<file path="src/rtl/trigger_sequencer_pkg.sv">
// Shared types for the trigger sequencer: FSM state encodings and
// overrun counter limit.
package trigger_sequencer_pkg;

    typedef enum logic [1:0] {
        TRIG_SEQ_IDLE  = 2'd0,
        TRIG_SEQ_DELAY = 2'd1,
        TRIG_SEQ_PULSE = 2'd2
    } trig_seq_state_e;

    localparam logic [7:0] OVERRUN_MAX = 8'hFF;

endpackage

</file>
<file path="src/rtl/trigger_sequencer_sync_2ff.sv">
// Two-flop synchronizer bringing a level signal into the trigger clock
// domain; both flops clear asynchronously on reset.
module sync_2ff (
    input  logic clk_i,
    input  logic rst_ni,
    input  logic d_i,
    output logic q_o
);

    logic meta_q;
    logic sync_q;

    always_ff @(posedge clk_i or negedge rst_ni) begin
        if (!rst_ni) begin
            meta_q <= 1'b0;
            sync_q <= 1'b0;
        end else begin
            meta_q <= d_i;
            sync_q <= meta_q;
        end
    end

    assign q_o = sync_q;

endmodule

</file>
<file path="src/rtl/trigger_sequencer.sv">
// Match-triggered multi-pulse sequencer with per-pulse delay and width.
// Define TRIGGER_SEQ_OVERRUN_EN to build the ignored-match counter.
module trigger_sequencer
    import trigger_sequencer_pkg::*;
#(
    parameter int pNUM_TRIGGER_PULSES = 8,
    parameter int pNUM_TRIGGER_WIDTH  = 4,
    parameter int pDELAY_WIDTH        = 24,
    parameter int pWIDTH_WIDTH        = 24
) (
    input  logic                                        trigger_clk,
    input  logic                                        reset_n_i,
    input  logic                                        I_enable,
    input  logic                                        I_match,
    input  logic [pNUM_TRIGGER_PULSES*pDELAY_WIDTH-1:0] I_trigger_delay,
    input  logic [pNUM_TRIGGER_PULSES*pWIDTH_WIDTH-1:0] I_trigger_width,
    input  logic [pNUM_TRIGGER_WIDTH-1:0]               I_num_triggers,
    output logic                                        O_trigger,
    output logic                                        O_busy,
    output logic                                        O_done,
    output logic [7:0]                                  O_overrun_count
);

    localparam int pCNT_W = (pDELAY_WIDTH > pWIDTH_WIDTH) ?
                            pDELAY_WIDTH : pWIDTH_WIDTH;
    localparam int pIDX_W = pNUM_TRIGGER_WIDTH;
    localparam logic [pIDX_W-1:0] NUM_MAX = pIDX_W'(pNUM_TRIGGER_PULSES);

    trig_seq_state_e state_q, state_d;

    logic [pCNT_W-1:0] cnt_q, cnt_d;
    logic [pIDX_W-1:0] idx_q, idx_d;
    logic [pIDX_W-1:0] idx_nxt;
    logic [pIDX_W-1:0] sh_num_q;
    logic [pIDX_W-1:0] num_clamp;
    logic [pNUM_TRIGGER_PULSES*pDELAY_WIDTH-1:0] sh_delay_q;
    logic [pNUM_TRIGGER_PULSES*pWIDTH_WIDTH-1:0] sh_width_q;

    logic                    en_sync;
    logic                    start;
    logic                    last;
    logic                    busy;
    logic                    trig_q, trig_d;
    logic                    done_q, done_d;
    logic [pWIDTH_WIDTH-1:0] width_sel;
    logic [pWIDTH_WIDTH-1:0] width_m1;
    logic [pDELAY_WIDTH-1:0] delay_nxt;
    logic [pCNT_W-1:0]       width_cnt;

    sync_2ff u_sync_enable (
        .clk_i  (trigger_clk),
        .rst_ni (reset_n_i),
        .d_i    (I_enable),
        .q_o    (en_sync)
    );

    // Zero and oversized counts are folded into the legal 1..N range.
    always_comb begin
        num_clamp = I_num_triggers;
        if (I_num_triggers == '0) begin
            num_clamp = pIDX_W'(1);
        end else if (I_num_triggers > NUM_MAX) begin
            num_clamp = NUM_MAX;
        end
    end

    assign busy      = (state_q != TRIG_SEQ_IDLE) || done_q;
    assign start     = (state_q == TRIG_SEQ_IDLE) && !done_q &&
                       en_sync && I_match;
    assign idx_nxt   = idx_q + pIDX_W'(1);
    assign last      = (idx_q == sh_num_q - pIDX_W'(1));
    assign width_sel = sh_width_q[int'(idx_q)*pWIDTH_WIDTH +: pWIDTH_WIDTH];
    assign delay_nxt = sh_delay_q[int'(idx_nxt)*pDELAY_WIDTH +: pDELAY_WIDTH];
    assign width_m1  = width_sel - pWIDTH_WIDTH'(1);
    assign width_cnt = (width_sel == '0) ? '0 : pCNT_W'(width_m1);

    always_ff @(posedge trigger_clk or negedge reset_n_i) begin
        if (!reset_n_i) begin
            state_q <= TRIG_SEQ_IDLE;
        end else begin
            state_q <= state_d;
        end
    end

    always_comb begin
        state_d = state_q;
        cnt_d   = cnt_q;
        idx_d   = idx_q;
        unique case (state_q)
            TRIG_SEQ_IDLE: begin
                if (start) begin
                    state_d = TRIG_SEQ_DELAY;
                    cnt_d   = pCNT_W'(I_trigger_delay[pDELAY_WIDTH-1:0]);
                    idx_d   = '0;
                end
            end
            TRIG_SEQ_DELAY: begin
                if (cnt_q == '0) begin
                    state_d = TRIG_SEQ_PULSE;
                    cnt_d   = width_cnt;
                end else begin
                    cnt_d = cnt_q - pCNT_W'(1);
                end
            end
            TRIG_SEQ_PULSE: begin
                if (cnt_q == '0) begin
                    if (last) begin
                        state_d = TRIG_SEQ_IDLE;
                    end else begin
                        state_d = TRIG_SEQ_DELAY;
                        idx_d   = idx_nxt;
                        cnt_d   = pCNT_W'(delay_nxt);
                    end
                end else begin
                    cnt_d = cnt_q - pCNT_W'(1);
                end
            end
            default: state_d = TRIG_SEQ_IDLE;
        endcase
        if (!en_sync) begin
            state_d = TRIG_SEQ_IDLE;
        end
    end

    always_comb begin
        trig_d = 1'b0;
        done_d = 1'b0;
        if (en_sync) begin
            unique case (state_q)
                TRIG_SEQ_DELAY: trig_d = (cnt_q == '0);
                TRIG_SEQ_PULSE: begin
                    trig_d = (cnt_q != '0);
                    done_d = (cnt_q == '0) && last;
                end
                default: begin
                    trig_d = 1'b0;
                    done_d = 1'b0;
                end
            endcase
        end
    end

    always_ff @(posedge trigger_clk or negedge reset_n_i) begin
        if (!reset_n_i) begin
            cnt_q      <= '0;
            idx_q      <= '0;
            sh_num_q   <= '0;
            sh_delay_q <= '0;
            sh_width_q <= '0;
            trig_q     <= 1'b0;
            done_q     <= 1'b0;
        end else begin
            cnt_q  <= cnt_d;
            idx_q  <= idx_d;
            trig_q <= trig_d;
            done_q <= done_d;
            if (start) begin
                sh_num_q   <= num_clamp;
                sh_delay_q <= I_trigger_delay;
                sh_width_q <= I_trigger_width;
            end
        end
    end

    assign O_trigger = trig_q;
    assign O_done    = done_q;
    assign O_busy    = busy;

`ifdef TRIGGER_SEQ_OVERRUN_EN
    logic [7:0] ovr_q;

    always_ff @(posedge trigger_clk or negedge reset_n_i) begin
        if (!reset_n_i) begin
            ovr_q <= '0;
        end else if (I_match && busy && (ovr_q != OVERRUN_MAX)) begin
            ovr_q <= ovr_q + 8'd1;
        end
    end

    assign O_overrun_count = ovr_q;
`else
    assign O_overrun_count = 8'd0;
`endif

endmodule

</file>
<file path="config.mk">
export PLATFORM = sky130hd
export DESIGN_NAME = trigger_sequencer
export DESIGN_NICKNAME = d
export VERILOG_FILES = /design/src/rtl/trigger_sequencer_pkg.sv /design/src/rtl/trigger_sequencer_sync_2ff.sv /design/src/rtl/trigger_sequencer.sv
export SDC_FILE = /design/constraint.sdc
export NUM_CORES = 1
export LEC_CHECK = 0
export BUFFER_PORTS_ARGS = -buffer_cell sky130_fd_sc_hd__buf_2
export CAP_MARGIN = 40
export CELL_PAD_IN_SITES_DETAIL_PLACEMENT = 1
export CELL_PAD_IN_SITES_GLOBAL_PLACEMENT = 1
export CORE_MARGIN = 5
export CORE_UTILIZATION = 45
export CTS_CLUSTER_DIAMETER = 100
export DETAILED_ROUTE_END_ITERATION = 8
export PLACE_DENSITY = 0.88
export SKIP_CTS_REPAIR_TIMING = 1
export SYNTH_ARGS = -nofsm -noshare
export SYNTH_HDL_FRONTEND = slang
export SYNTH_SLANG_ARGS = --single-unit
</file>
<file path="constraint.sdc">
create_clock -name trigger_clk -period 4.1 [get_ports trigger_clk]
set_input_delay 0.205 -clock trigger_clk [delete_from_list [all_inputs] [get_ports trigger_clk]]
set_output_delay 0.205 -clock trigger_clk [all_outputs]
set_load 0.02 [all_outputs]
</file>
==> flow_summary_export.csv <==
group,metric,value,unit
placement,gp_congestion,0.854,
yosys,synth-adder-area-share,0.550,%
timing,tightestPinTransition,1.08,ns
placement,dpl.cell_count,2451,
global_route,globalRoute.busiestLayer,"met2",
yosys,yosys.area_share.simple,5.87,%
worst_hold_path,hold_class,"in -> async",
timing,setup_slack,-0.345,ns
yosys,async_flop_share,100,%
timing,fmax,225,MHz
yosys,synth_compound_area_share,5.39,%
clock_network,path_clk_slew,0.07,ns
timing,fin_crit,4.44,ns
global_route,grt_max_degree,129,
timing,maxSlewViolCount,0,
worst_setup_path,end_kind,"register",
yosys,synth_mux_area_share,32.5,%
worst_setup_path,crit_type,"reg -> reg",
clock_network,clockBufferDepth,3,
yosys,ys.flop_type,"dfrtp_1",
global_route,grt_pass1_vias,17000,
yosys,synth_top_family_by_area,"multiplexers",
global_route,met3_usage,4.47,%
global_route,use_met2,48.4,%
floorplanning,fp.coreArea,45200,um^2
placement,port_buffers,394,
power,leakage,12.4,nW
floorplanning,start_util,45.3,%
clock_network,clock_tree.htree_level_count,2,
placement,pre_cts_slack,0.285,ns
clock_network,clk_latency,0.62,ns
final_layout,area_delta_synth_final,41.1,%
detailed_routing,wl_per_cell,35.4,um
yosys,ys_seq_area_share,51.6,%
detailed_routing,vias,19200,
final_layout,final_common_cell,"dfrtp_1",
clock_network,root_buffer,"clkbuf_16",
worst_setup_path,cp_top_family,"simple AND/OR/NAND/NOR gates",
worst_setup_path,crit_buf_inv,2,
worst_setup_path,cp_slowest_cell,"clkinv_1",
timing,finalHoldViolCount,0,
clock_network,numCtsBuffers,47,
placement,hpwlAfterDp,50000,um
yosys,synth_xor_xnor_area_share,1.58,%
detailed_routing,totalWireLength,105000,um
floorplanning,rows,78,
timing,setup_violations,18,
worst_setup_path,required,4.55,ns
power,power.density,508,nW/um^2
timing,slew_headroom,27.8,%
floorplanning,io_pins,403,
yosys,synth_cell_types,63,
timing,skew,0.0256,ns
floorplanning,dieArea,49900,um^2
outcome,violations,"setup timing",
final_layout,drive_gt1_share,43.7,%
yosys,ys_ff_latch,422,
floorplanning,die_x,223,um
worst_setup_path,startpoint_type,"register",
timing,fin_tns_setup,-3.49,ns
detailed_routing,dr.pass1.iters,7,
final_layout,final_cell_mix,"420 x dfrtp_1, 393 x buf_2, 390 x dlygate4sd3_1, 386 x mux2_2",
yosys,syn_avg_cell_area,13.6,um^2
final_layout,layout.nets,2692,
global_route,use_met1,32.5,%
power,vdd_drop_max,310,uV
worst_setup_path,slowest_delay,0.64,ns
worst_setup_path,crit_chain,"buf_4 > clkinv_1 > mux2i_1 > o211ai_1 > nor3b_4 > nand4_1 > and2_1 > a21oi_1 > o31ai_1",
clock_network,clock_sinks,422,
global_route,antenna_found_initial,27,
global_route,overflow,0,
global_route,track_usage,27.6,%
timing,fin_crit_sh,108,%
yosys,yosysWarnings,0,
worst_setup_path,cp.arrival,4.90,ns
floorplanning,die_h,223,um
yosys,synth_edf_count,0,
yosys,syn-instance-count,1510,
detailed_routing,postRouteAntennaNets,0,
detailed_routing,drt_iter0_drc,2274,
job,drv_cap,0,
outcome,status,"finished with violations",
yosys,syn_area,20500,um^2
detailed_routing,via_per_inst,6.48,
final_layout,final_cells,2958,
clock_network,cts_tree,"built",
detailed_routing,drcViolationCount,0,
global_route,grt_pass1_wl,106000,um
worst_setup_path,cp_max_fo,17,
-- cells in the mapped netlist (4+ instances only) --
| master | instances | area [um^2] |
|---|---|---|
| inv_1 | 12 | 45.0 |
| buf_2 | 10 | 50.1 |
| or2_2 | 5 | 31.3 |
| xnor2_1 | 23 | 201 |
| or4_1 | 4 | 30.0 |
| buf_6 | 4 | 45.0 |
| mux4_2 | 96 | 2160 |
| ha_1 | 9 | 113 |
| clkbuf_1 | 73 | 274 |
| o21ai_1 | 4 | 20.0 |
| buf_4 | 10 | 75.1 |
| nand3_1 | 14 | 70.1 |
| buf_1 | 5 | 18.8 |
| nor2b_1 | 7 | 43.8 |
| dfrtp_1 | 422 | 10600 |
| nand2_1 | 96 | 360 |
| mux2_2 | 386 | 4350 |
| xor2_1 | 14 | 123 |
| mux2i_1 | 15 | 150 |
| nor3_1 | 14 | 70.1 |
| a211oi_1 | 4 | 30.0 |
| nor4_1 | 9 | 56.3 |
| nor2_1 | 45 | 169 |
| o211ai_1 | 6 | 45.0 |
| o21ai_0 | 51 | 255 |
| a21oi_1 | 59 | 295 |
| a31oi_1 | 11 | 68.8 |
| o22ai_1 | 5 | 31.3 |
| nand4_1 | 6 | 37.5 |
| nand2b_1 | 10 | 62.6 |
| and3_1 | 14 | 87.6 |
| a22oi_1 | 5 | 37.5 |
| o31ai_1 | 6 | 45.0 |
-- state kept, by name, indices dropped and copies added, names as in the netlist --
signal / cells
O_trigger: 1
sh_num_q: 4
state_q: 2
sh_delay_q: 192
idx_q: 4
O_done: 1
sh_width_q: 192
cnt_q: 24
u_sync_enable.q_o: 1
u_sync_enable.meta_q: 1
-- stage by stage --
step | total power, mW | utilization, % | instance area [um^2] | hold slack [ns]
finish | 14.7 | 63.9 | 28900 | 0.231
global route | 14.9 | 63.9 | 28900 | 0.278
CTS | 13.3 | 55.1 | 24900 | -0.276
detailed placement | 8.66 | 51.5 | 23300 | 0.330
global placement | 8.40 | 51.5 | 23300 | 0.326
floorplan | 7.51 | - | 20500 | -0.0906
-- metal layers --
metal  share of wire [%]  up-vias
met5               0.026        -
met4                  11        4
met3                 8.5      768
met2                  49     1714
met1                  32     9524
li1                    -     7159
-- logic make-up (layout without fill, tap and decap cells) --
kind of cell | after synthesis | count (layout)
adders and majority gates | 9 | 9
DFF | 422 | 422
buffers and inverters | 116 | 928
muxes | 497 | 497
xor gates and xnor gates | 37 | 37
AOI/OAI and AO/OA | 184 | 184
other | 1 | 37
and+or+nand+nor | 244 | 244
-- worst paths after layout --
| kind | slack, ns | to | cells past startpoint | startpoint |
|---|---|---|---|---|
| setup / recovery | -0.34 | cnt_q[10] | 9 | idx_q[1] |
| hold / removal | 0.23 | sh_width_q[136] | 2 | reset_n_i |
| setup reg to reg | -0.34 | cnt_q[10] | 9 | idx_q[1] |
| hold reg to reg | 0.38 | u_sync_enable.q_o | 0 | u_sync_enable.meta_q |
| max in group asynchronous | 2.64 | sh_width_q[50] | 3 | reset_n_i |
| min in group trigger_clk | 0.27 | u_sync_enable.meta_q | 2 | I_enable |
-- where the power goes --
group | internal (mW) | total [mW] | switching (mW)
clock network | 2.72 | 4.85 | 2.13
registers | 5.09 | 6.10 | 1.01
logic | 1.83 | 3.73 | 1.90
-- area by class of cell --
type | instances | area, um^2
clock inverter | 23 | 283
fill | 4391 | 16300
sequential | 422 | 10600
timing repair buffer | 827 | 6330
clock buffer | 64 | 1360
antenna | 29 | 72.6
inverter | 14 | 52.6
multi-input combinational | 979 | 9470
tap | 600 | 751
(Power assumes the default switching activity.)
